### src/rtl/signed_sat_accumulator.sv
// Packet accumulator: sums signed samples with per-addition saturation and holds one result for a valid/ready sink.
// Define SIGNED_SAT_ACC_CNT_EN to add the sat_events overflow counter output.
module signed_sat_accumulator #(
  parameter int unsigned WIDTH = 4
) (
  input  logic             clk,
  input  logic             rst_n,
  input  logic             up_valid,
  output logic             up_ready,
  input  logic [WIDTH-1:0] up_data,
  input  logic             up_last,
  output logic             down_valid,
  input  logic             down_ready,
  output logic [WIDTH-1:0] down_data,
  output logic             down_sat
`ifdef SIGNED_SAT_ACC_CNT_EN
  ,
  output logic [15:0]      sat_events
`endif
);

  localparam logic [WIDTH-1:0] MAX_POS = {1'b0, {(WIDTH-1){1'b1}}};
  localparam logic [WIDTH-1:0] MIN_NEG = {1'b1, {(WIDTH-1){1'b0}}};

  typedef enum logic {
    ACCUM_EMPTY = 1'b0,
    ACCUM_BUSY  = 1'b1
  } pkt_state_t;

  pkt_state_t       pkt_state;
  logic [WIDTH-1:0] acc;
  logic             sat_flag;

  logic [WIDTH-1:0] acc_base;
  logic [WIDTH-1:0] sum_wrap;
  logic [WIDTH-1:0] sum_sat;
  logic             ovf;
  logic             beat_acc;
  logic             beat_last;

  // One-entry output register: refill allowed in the same cycle it drains.
  assign up_ready  = ~down_valid | down_ready;
  assign beat_acc  = up_valid & up_ready;
  assign beat_last = beat_acc & up_last;

  // Saturating add; a fresh packet always starts from zero.
  always_comb begin
    acc_base = '0;
    sum_wrap = '0;
    ovf      = 1'b0;
    sum_sat  = '0;
    if (pkt_state == ACCUM_BUSY) begin
      acc_base = acc;
    end
    sum_wrap = acc_base + up_data;
    ovf      = (acc_base[WIDTH-1] == up_data[WIDTH-1]) &&
               (sum_wrap[WIDTH-1] != acc_base[WIDTH-1]);
    if (ovf) begin
      sum_sat = acc_base[WIDTH-1] ? MIN_NEG : MAX_POS;
    end else begin
      sum_sat = sum_wrap;
    end
  end

  always_ff @(posedge clk or negedge rst_n) begin
    if (!rst_n) begin
      pkt_state <= ACCUM_EMPTY;
      acc       <= '0;
      sat_flag  <= 1'b0;
    end else if (beat_acc) begin
      if (up_last) begin
        pkt_state <= ACCUM_EMPTY;
        acc       <= '0;
        sat_flag  <= 1'b0;
      end else begin
        pkt_state <= ACCUM_BUSY;
        acc       <= sum_sat;
        sat_flag  <= sat_flag | ovf;
      end
    end
  end

  always_ff @(posedge clk or negedge rst_n) begin
    if (!rst_n) begin
      down_valid <= 1'b0;
      down_data  <= '0;
      down_sat   <= 1'b0;
    end else if (beat_last) begin
      down_valid <= 1'b1;
      down_data  <= sum_sat;
      down_sat   <= sat_flag | ovf;
    end else if (down_valid && down_ready) begin
      down_valid <= 1'b0;
    end
  end

`ifdef SIGNED_SAT_ACC_CNT_EN
  // Sticky overflow event count, saturating at all-ones.
  always_ff @(posedge clk or negedge rst_n) begin
    if (!rst_n) begin
      sat_events <= '0;
    end else if (beat_acc && ovf && (sat_events != 16'hFFFF)) begin
      sat_events <= sat_events + 16'(1);
    end
  end
`endif

endmodule

### config.mk
export PLATFORM = sky130hd
export DESIGN_NAME = signed_sat_accumulator
export DESIGN_NICKNAME = d
export VERILOG_FILES = /design/src/rtl/signed_sat_accumulator.sv
export SDC_FILE = /design/constraint.sdc
export NUM_CORES = 1
export LEC_CHECK = 0
export BUFFER_PORTS_ARGS = -buffer_cell sky130_fd_sc_hd__clkbuf_2
export CAP_MARGIN = 10
export CORE_MARGIN = 8
export CORE_UTILIZATION = 50
export DETAILED_ROUTE_END_ITERATION = 6
export PLACE_DENSITY = 0.75
export SYNTH_ARGS = -nofsm -noshare
export SYNTH_HDL_FRONTEND = slang
export SYNTH_SLANG_ARGS = --single-unit
### constraint.sdc
create_clock -name clk -period 4.9 [get_ports clk]
set_input_delay 0.98 -clock clk [delete_from_list [all_inputs] [get_ports clk]]
set_output_delay 0.98 -clock clk [all_outputs]
set_load 0.005 [all_outputs]
Word-level counts from Yosys, hierarchy flattened
Cells that the tools add are included.

cells by class
  add/sub/neg operators = 1
  multipliers = 0
  div/mod/pow operators = 0
  order comparisons = 0
  equal/unequal tests = 2
  shift operators = 0
  muxes and demuxes = 8
  bitwise gates (word level) = 5
  reductions and logical operators = 3

operator list
  cell                 count
  $mux W4              4
  $add A4 B4 Y4        1
  $mux W1              4
  $and A1 B1 Y1        2
  $logic_and A1 B1 Y1  2
  $or A1 B1 Y1         2
  $reduce_bool A2 Y1   1
  $eq A1 B1 Y1         1
  $ne A1 B1 Y1         1
  $not A1 Y1           1

storage, ports and cells
  register bits = 12
  latch bits = 0
  RAM bits = 0
  bits in read-only memories = 0
  input port bits = 9
  output and inout bits = 7
  word-level logic and storage cells = 25
  memories kept = 0

Logic depth before layout (Yosys ltp)
  depth in word-level cells = 6
  gate-level depth with buffers = 7
  mapped depth without buffers = 7

Least setup slack after synthesis
OpenSTA, ideal clock, no wires.

  kind = in2reg
  start = in up_data[0]
  end = reg down_data[2]
  setup time = 0.125 ns
  data arrival time = 2.283 ns
  required time = 4.775 ns
  path slack = 2.492 ns
  stages = 6
  buffers on the path = 0
  cell sequence = ha_1 -> fa_1 -> xnor2_1 -> a21boi_0 -> o22ai_1 -> mux2_2

between the ends
  word-level cells in the longest chain between the ends = 4

RTL lines
  element               RTL line  RTL
  start, declared       10        input logic [WIDTH-1:0] up_data,
  $add A4 B4 Y4 (*)     55        sum_wrap = acc_base + up_data;
  $ne A1 B1 Y1          57        (sum_wrap[WIDTH-1] != acc_base[WIDTH-1]);
  $logic_and A1 B1 Y1   56        ovf = (acc_base[WIDTH-1] == up_data[WIDTH-1]) &&
  $mux W4 (*)           58        if (ovf) begin
  end signal, assigned  90        down_data <= sum_sat;
  end, declared         14        output logic [WIDTH-1:0] down_data,

Every way passes the cells marked *; elsewhere a longest branch is shown, timed or not.
A chain may end at the register's enable or synchronous reset.

Worst setup path in the final report
  start = in down_ready
  end = out up_ready

between the ends
  word-level cells in the longest chain between the ends = 1

RTL lines
  element          RTL line  RTL
  start, declared  13        input logic down_ready,
  $or A1 B1 Y1     42        assign up_ready = ~down_valid | down_ready;
  end, declared    9         output logic up_ready,

Every way passes these cells.

==> results.toml <==
[sta]
period_share = 0.484
hold_ws_ps = 482
worst_pin_slew_ps = 359
fmaxAchievable_ghz = 0.421
setup_violations = 0
slew_headroom = 0.759
rsz0062_at_grt = "no"
layout_min_cycle_time_ps = 2370
finClkSkew_ps = 2.59
hold_viol = 0
slew_viol_final = 0
setup_tns_ps = 0

[route]
wirelength_mm = 1.32
drt_pass1_iterations = 2
ant_nets = 0
via_count = 523
wl_per_cell_um = 13.7
drtIter0Drc = 6
drcViolationCount = 0
viasPerCell = 5.45

[floorplanning]
die_h_um = 52.7
dieArea_um2 = 2770
rows = 13
start_util = 0.523
top_level_ports = 16
dieWidth_um = 52.7
core_area_um2 = 1280

[worst_setup_path]
regToRegSetupSlack_ps = 2800
cp.arrival_ps = 1390
cp-startpoint = "down_ready"
critPathRequiredTime_ps = 3920
cp_max_fo = 6
critPathLaunchType = "input port"
crit_path_end_kind = "output pin"
rr_startpoint = "pkt_state"
worstSetupPathType = "in -> out"

[flow_run]
cap_violations = 0

[power]
ir_drop_v = 0.000289
power_density_nw_per_um2 = 397
leakagePower_nw = 0.387

[yosys]
ys_seq_elements = 12
synth_top_area_cell = "dfrtp_1"
ys_seq_area_frac = 0.447
netlist-cell-type-count = 28
synth_warnings = 0
syn-num-nets = 77
synth_area_um2 = 672
synth_top_area_share = 0.447
postSynthCellCount = 64
synth.avg_cell_area_um2 = 10.5
ys_top_cells_by_area = "dfrtp_1, ha_1, mux2_2"

[layout]
area_growth_pct = 16.8
mostFrequentLayoutCells = "clkbuf_2, dfrtp_1, nand2_1, o21ai_0"
layout_commonest_cell = "clkbuf_2"
drive_above_1_share = 0.296
n_antenna_cell = 0
layout.nets = 96

[clocking]
cts_resized = 0
hold_buffers = 0
clock_sinks = 12
clk_latency_ps = 260
cts_buffers = 3
cts_max_level = 1
cts.clk_slew.worst_paths_ps = 70
cts_tree = "yes"
postCtsSetupBuffers = 0
cts_root_buffer = "clkbuf_4"
cts.path.max_buffers = 2

[grt]
grt_pass1_vias = 512
grt_max_degree = 13
grt_pass1_wl_mm = 2.08
grt_usage = 0.0995
antenna_found_initial = 0
gr-total-overflow = 0

[worst_hold_path]
hold_start = "down_data[3]"
hp-class = "reg -> reg"

[placement]
gp_congestion = 0.724
io_buffers = 15
dp_hpwl_mm = 1.07

[status]
status = "completed"
[final cells by class]
cell class	count	area (µm²)
Clock buffer	3	22.5
Fill cell	117	500
Inverter	3	11.3
Multi-Input combinational cell	48	357
Sequential cell	12	300
Tap cell	15	18.8
Timing Repair Buffer	15	75.1
[Yosys cell counts, drive strengths merged]
cell      n
a211o     1
a21boi    3
a21oi     4
a22o      3
a2bb2oi   1
a31oi     1
and2      3
and3b     1
clkbuf    1
dfrtp    12
fa        1
ha        3
inv       3
mux2      3
nand2     7
nand2b    1
nand3     2
nand3b    1
nor2      2
nor3      1
o21ai     4
o22ai     3
o31ai     1
or2       1
xnor2     1
[stage by stage]
step / instances / area (µm²) / utilization / worst slack [ps] / power [mW]
after floorplan: 64 / 672 / - / 2490 / 0.217
after global placement: 93 / 762 / 0.593 / 2360 / 0.253
after detailed placement: 93 / 762 / 0.593 / 2310 / 0.258
after CTS: 96 / 785 / 0.611 / 2520 / 0.317
after global routing: 96 / 785 / 0.611 / 2490 / 0.335
final: 96 / 785 / 0.611 / 2530 / 0.311
[metal layers]
| layer | part of all wire | global-route usage | vias to the layer above |
|---|---|---|---|
| met2 | 0.48 | 0.158 | 10 |
| met3 | 0.049 | 0.0256 | 4 |
| li1 | - | - | 269 |
| met1 | 0.44 | 0.110 | 240 |
| met5 | 0 | 0 | - |
| met4 | 0.027 | 0.0776 | 0 |
[worst max-delay path: stages]
cell      delay, ps
clkbuf_2         70
nand2b_1        190
clkbuf_2        140
[worst paths after layout]
| check | end | cells after the start |
|---|---|---|
| worst min-delay path | down_data[3] | 2 |
| worst max register to register | down_data[2] | 7 |
| min in group asynchronous | acc[2] | 1 |
| worst min register to register | down_data[3] | 2 |
| max in group asynchronous | pkt_state | 1 |
| worst max-delay path | up_ready | 3 |
[report_power, final]
part	total (mW)	leakage (nW)	switching [mW]	internal, mW
clock network	0.0570	0.0138	0.0286	0.0284
registers	0.140	0.146	0.0148	0.125
logic	0.115	0.227	0.0574	0.0573
[cells by family after synthesis]
| group | count (synthesis) | share of synthesized area |
|---|---|---|
| AOI/OAI and AO/OA | 21 | 0.238 |
| adders and majority gates | 4 | 0.0857 |
| buffers and inverters | 4 | 0.0223 |
| xor gates and xnor gates | 1 | 0.0130 |
| muxes | 3 | 0.0503 |
| DFF | 12 | 0.447 |
| and+or+nand+nor | 19 | 0.143 |
[flip-flops by register name, indices dropped and copies added, names as in the netlist]
register,flops
down_valid,1
pkt_state,1
down_data,4
sat_flag,1
acc,4
down_sat,1
Note: power is estimated with default switching activity, not from simulation.
